===== src/rtl/tdc_avg.sv =====
// Averages time codes over windows of 2**N_LOG2 non-zero samples and counts rejected zero codes.
// Define TDC_AVG_MINMAX_EN to add per-window minimum/maximum outputs (o_min/o_max).
module tdc_avg #(
    parameter int W      = 12,
    parameter int N_LOG2 = 4
) (
    input  logic              clk,
    input  logic              rst,
    input  logic [W-1:0]      i_time,
    input  logic              i_wrena,
    input  logic              i_clear,
    output logic [W-1:0]      o_avg,
    output logic              o_valid,
    output logic [N_LOG2-1:0] o_count,
    output logic [7:0]        o_drop
`ifdef TDC_AVG_MINMAX_EN
    ,
    output logic [W-1:0]      o_min,
    output logic [W-1:0]      o_max
`endif
);

    localparam int SW = W + N_LOG2;

    typedef enum logic {
        IDLE  = 1'b0,
        ACCUM = 1'b1
    } state_t;

    state_t            state_q;
    logic [SW-1:0]     sum_q;
    logic [N_LOG2-1:0] count_q;
    logic [W-1:0]      avg_q;
    logic              valid_q;
    logic [7:0]        drop_q;

    logic              accept;
    logic              reject;
    logic              last;
    logic [SW-1:0]     sum_d;
    logic [W-1:0]      avg_d;

    // A zero code means no edge was captured, so it is counted as a drop, never averaged.
    assign accept = i_wrena && !i_clear && (i_time != '0);
    assign reject = i_wrena && !i_clear && (i_time == '0);
    assign last   = accept && (state_q == ACCUM) && (count_q == '1);
    assign sum_d  = sum_q + SW'(i_time);
    assign avg_d  = W'(sum_d >> N_LOG2);

`ifdef TDC_AVG_MINMAX_EN
    logic [W-1:0] min_q;
    logic [W-1:0] max_q;
    logic [W-1:0] min_d;
    logic [W-1:0] max_d;
    logic [W-1:0] min_out_q;
    logic [W-1:0] max_out_q;

    assign min_d = (i_time < min_q) ? i_time : min_q;
    assign max_d = (i_time > max_q) ? i_time : max_q;
    assign o_min = min_out_q;
    assign o_max = max_out_q;

    always_ff @(posedge clk) begin
        if (rst) begin
            min_q     <= '1;
            max_q     <= '0;
            min_out_q <= '1;
            max_out_q <= '0;
        end else if (i_clear) begin
            min_q <= '1;
            max_q <= '0;
        end else if (last) begin
            min_out_q <= min_d;
            max_out_q <= max_d;
            min_q     <= '1;
            max_q     <= '0;
        end else if (accept) begin
            min_q <= min_d;
            max_q <= max_d;
        end
    end
`endif

    always_ff @(posedge clk) begin
        if (rst) begin
            state_q <= IDLE;
            sum_q   <= '0;
            count_q <= '0;
            avg_q   <= '0;
            valid_q <= 1'b0;
            drop_q  <= '0;
        end else begin
            valid_q <= 1'b0;
            if (reject && (drop_q != 8'hFF)) begin
                drop_q <= drop_q + 8'd1;
            end
            case (state_q)
                IDLE: begin
                    if (accept) begin
                        sum_q   <= sum_d;
                        count_q <= count_q + 1'b1;
                        state_q <= ACCUM;
                    end
                end
                ACCUM: begin
                    if (i_clear) begin
                        sum_q   <= '0;
                        count_q <= '0;
                        state_q <= IDLE;
                    end else if (last) begin
                        // Window closes: publish the mean and restart so the next strobe is not lost.
                        avg_q   <= avg_d;
                        valid_q <= 1'b1;
                        sum_q   <= '0;
                        count_q <= '0;
                        state_q <= IDLE;
                    end else if (accept) begin
                        sum_q   <= sum_d;
                        count_q <= count_q + 1'b1;
                    end
                end
                default: begin
                    sum_q   <= '0;
                    count_q <= '0;
                    state_q <= IDLE;
                end
            endcase
        end
    end

    assign o_avg   = avg_q;
    assign o_valid = valid_q;
    assign o_count = count_q;
    assign o_drop  = drop_q;

endmodule


===== config.mk =====
export PLATFORM = sky130hd
export DESIGN_NAME = tdc_avg
export DESIGN_NICKNAME = d
export VERILOG_FILES = /design/src/rtl/tdc_avg.sv
export SDC_FILE = /design/constraint.sdc
export NUM_CORES = 1
export LEC_CHECK = 0
export ABC_AREA = 1
export CORE_MARGIN = 2
export CORE_UTILIZATION = 45
export CTS_CLUSTER_SIZE = 28
export DETAILED_ROUTE_END_ITERATION = 8
export MAX_ROUTING_LAYER = met4
export PLACE_DENSITY = 0.71
export SYNTH_ARGS = -nofsm -noshare
export SYNTH_HDL_FRONTEND = slang
export SYNTH_SLANG_ARGS = --single-unit
export TNS_END_PERCENT = 1

===== constraint.sdc =====
create_clock -name clk -period 2.3 [get_ports clk]
set_input_delay 0.575 -clock clk [delete_from_list [all_inputs] [get_ports clk]]
set_output_delay 0.575 -clock clk [all_outputs]
set_load 0.05 [all_outputs]

==> run_results.csv <==
group,metric,value,unit
clock_network,ctsResizeCount,0,
yosys,yosysSeqAreaShare,31.6,%
critical_path,worstReg2RegEnd,"o_avg[2]",
clock_network,postCtsHoldBufs,0,
critical_path,critPathLaunchType,"flop",
clock_network,cts_buffers,5,
pwr,powerDensity,520,mW/mm2
yosys,synth_area,0.00266,mm2
timing,fin_skew,2.93,ps
clock_network,ctsRootBufferMaster,"clkbuf_8",
placed_design,gp_congestion,0.927,
yosys,ys_top_cells_by_area,"dfxtp_1, nand2_1, nor2_1",
timing,maxSlewViolCount,0,
clock_network,cts_tree,"done",
timing,fmax,0.463,GHz
route,vias,2597,
critical_path,reg2reg_setup_slack,580,ps
timing,worst_slew_pin_slew,509,ps
placed_design,pre_cts_slack,-252,ps
floorplan,pin_count,41,
route,ant_nets,0,
grt,grt-ovfl-total,0,
run,maxCapViolCount,0,
pwr,power,1.73,mW
floorplan,die-area,0.00654,mm2
yosys,ys_types,31,
critical_path,critPathMaxStageDelay,840,ps
finish,final_core_util,59.3,%
yosys,synthTopCellsByCount,"nand2_1, nor2_1, inv_1",
critical_path,setup.worst_path.end,"o_drop[3]",
floorplan,fp.coreArea,0.00561,mm2
critical_path,critPathSlowestCell,"clkdlybuf4s50_1",
finish,seq_area,841,um2
timing,layout_setup_ws,140,ps
timing,fin_hold_ws,470,ps
clock_network,htree_num_levels,2,
timing,rsz0062_at_grt,"false",
grt,grt_pass1_vias,2439,
timing,setup_violations,0,
placed_design,dp_hpwl,4910,um
yosys,postSynthCellCount,410,
route,drc,0,
critical_path,crit_buf_inv,1,
grt,grt_pass1_wl,10700,um
critical_path,critPathCaptureType,"output pin",
floorplan,start_util,47.4,%
timing,fin_crit,2160,ps
yosys,postSynthAreaPerCell,6.48,um2
outcome,status,"complete, no violations",
yosys,synthArstFlopShare,0,%
timing,hold_viol_final,0,
critical_path,r2r_cells,9,
critical_path,path_delay_family,"buffers and inverters",
critical_path,crit_fanout,6,
finish,drive_above_1_share,9.62,%
finish,nets,498,
yosys,synth_edf_count,0,
critical_path,critPathKind,"reg2out",
critical_path,crit_arrival,1580,ps
grt,grt_max_degree,25,
finish,n_antenna_cell,0,
route,drt_iter0_drc,105,
critical_path,path_cells,"clkdlybuf4s50_1",
yosys,synth_top_area_share,31.6,%
floorplan,die_h,80.9,um
finish,area.growth.synth_to_final,25.1,%
yosys,synth_fp_nets,441,
yosys,synth_most_common_cell,"nand2_1",
pwr,ir_drop,299,uV
yosys,yosys_register_bits,42,
min_path,holdCritPathClass,"reg2reg",
grt,track_usage,21.5,%
route,wl_per_cell,11.8,um
pwr,p_leak,1.60,nW
critical_path,reg2reg_from,"sum_q[0]",
route,routed_wl,6360,um
timing,slew_headroom,65.9,%
critical_path,cp_num_cells,1,
finish,multi_input_area,0.00152,mm2
placed_design,port-buffer-count,40,
yosys,synth_warnings,0,
critical_path,required,1730,ps
timing,fin_crit_sh,93.9,%
timing,finalSetupTns,0,ps
route,drt_first_pass_iters,4,
floorplan,num_rows,27,
route,routed_via_density,4.81,
clock_network,postCtsSetupBuffers,0,
clock_network,cts_buffer_depth,2,
floorplan,die_w,80.9,um
yosys,synth_top_flop_cell,"dfxtp_1",
clock_network,clock-sinks,42,
grt,antenna_found_initial,0,
clock_network,clk_pin_slew_worst_paths,80,ps
finish,fillers,551,
critical_path,startpoint,"o_drop[3]",
yosys,yosysTopAreaCell,"dfxtp_1",
clock_network,insertion_delay,290,ps
## stage by stage
step	cells	cell area [um2]
floorplan	410	2660
global placement	532	3200
detailed placement	532	3200
CTS	540	3310
global route	540	3330
finish	540	3330
## per-layer routing
metal / global-route usage (%) / vias up / routed length [um]
met5: - / - / 0
met4: 3.90 / 0 / 46
met3: 3.00 / 4 / 213
met2: 39.1 / 46 / 3140
met1: 25.3 / 1164 / 2960
li1: - / 1383 / -
## layout by cell type, fill, tap and decap left out, drive strengths merged
master	Yosys	layout
a21oi	29	29
and2	3	3
buf	5	17
bufinv	0	1
clkbuf	2	6
clkdlybuf4s50	0	40
clkinvlp	0	1
dfxtp	42	42
fa	1	1
ha	14	14
inv	63	63
nand2	127	127
nand3	26	26
nand4	5	5
nor2	64	64
nor3	4	4
o211ai	1	1
o21ai	11	11
xnor2	2	2
xor2	11	11
## layout make-up
type / count / area share, %
multi-input combinational: 298 / 45.6
clock buffer: 6 / 2.18
inverter: 63 / 7.19
clock inverter: 2 / 1.13
timing repair buffer: 57 / 15.9
sequential: 42 / 25.3
tap: 72 / 2.71
## logic make-up (layout without fill, tap and decap cells)
family	Yosys count	count (layout)	share of synthesized area [%]
compound gates	41	41	8.43
xor+xnor	13	13	4.28
fa+ha+maj	15	15	7.34
buf+inv	70	128	11.8
flops	42	42	31.6
simple gates	229	229	36.5
## worst min-delay path by stage
stage,startpoint,to,slack [ps],cells after the start
2_1_floorplan,sum_q[4],sum_q[4],450,2
3_3_place_gp,sum_q[5],sum_q[5],460,2
3_5_place_dp,o_avg[0],o_avg[0],460,2
4_1_cts,o_avg[0],o_avg[0],470,2
5_1_grt,o_avg[1],o_avg[1],500,2
6_report,o_avg[0],o_avg[0],470,2
## flip-flops by register name (all words and copies together), names as in the netlist
| register | count |
|---|---|
| o_count | 4 |
| sum_q | 16 |
| state_q | 1 |
| o_avg | 12 |
| o_drop | 8 |
| o_valid | 1 |
## where the power goes
part           internal, mW  switching (mW)  leakage, nW
Sequential            0.751          0.0200        0.341
Combinational         0.154           0.217         1.21
Clock                 0.324           0.262       0.0514
Total                  1.23           0.500         1.60
(Power assumes the default switching activity.)
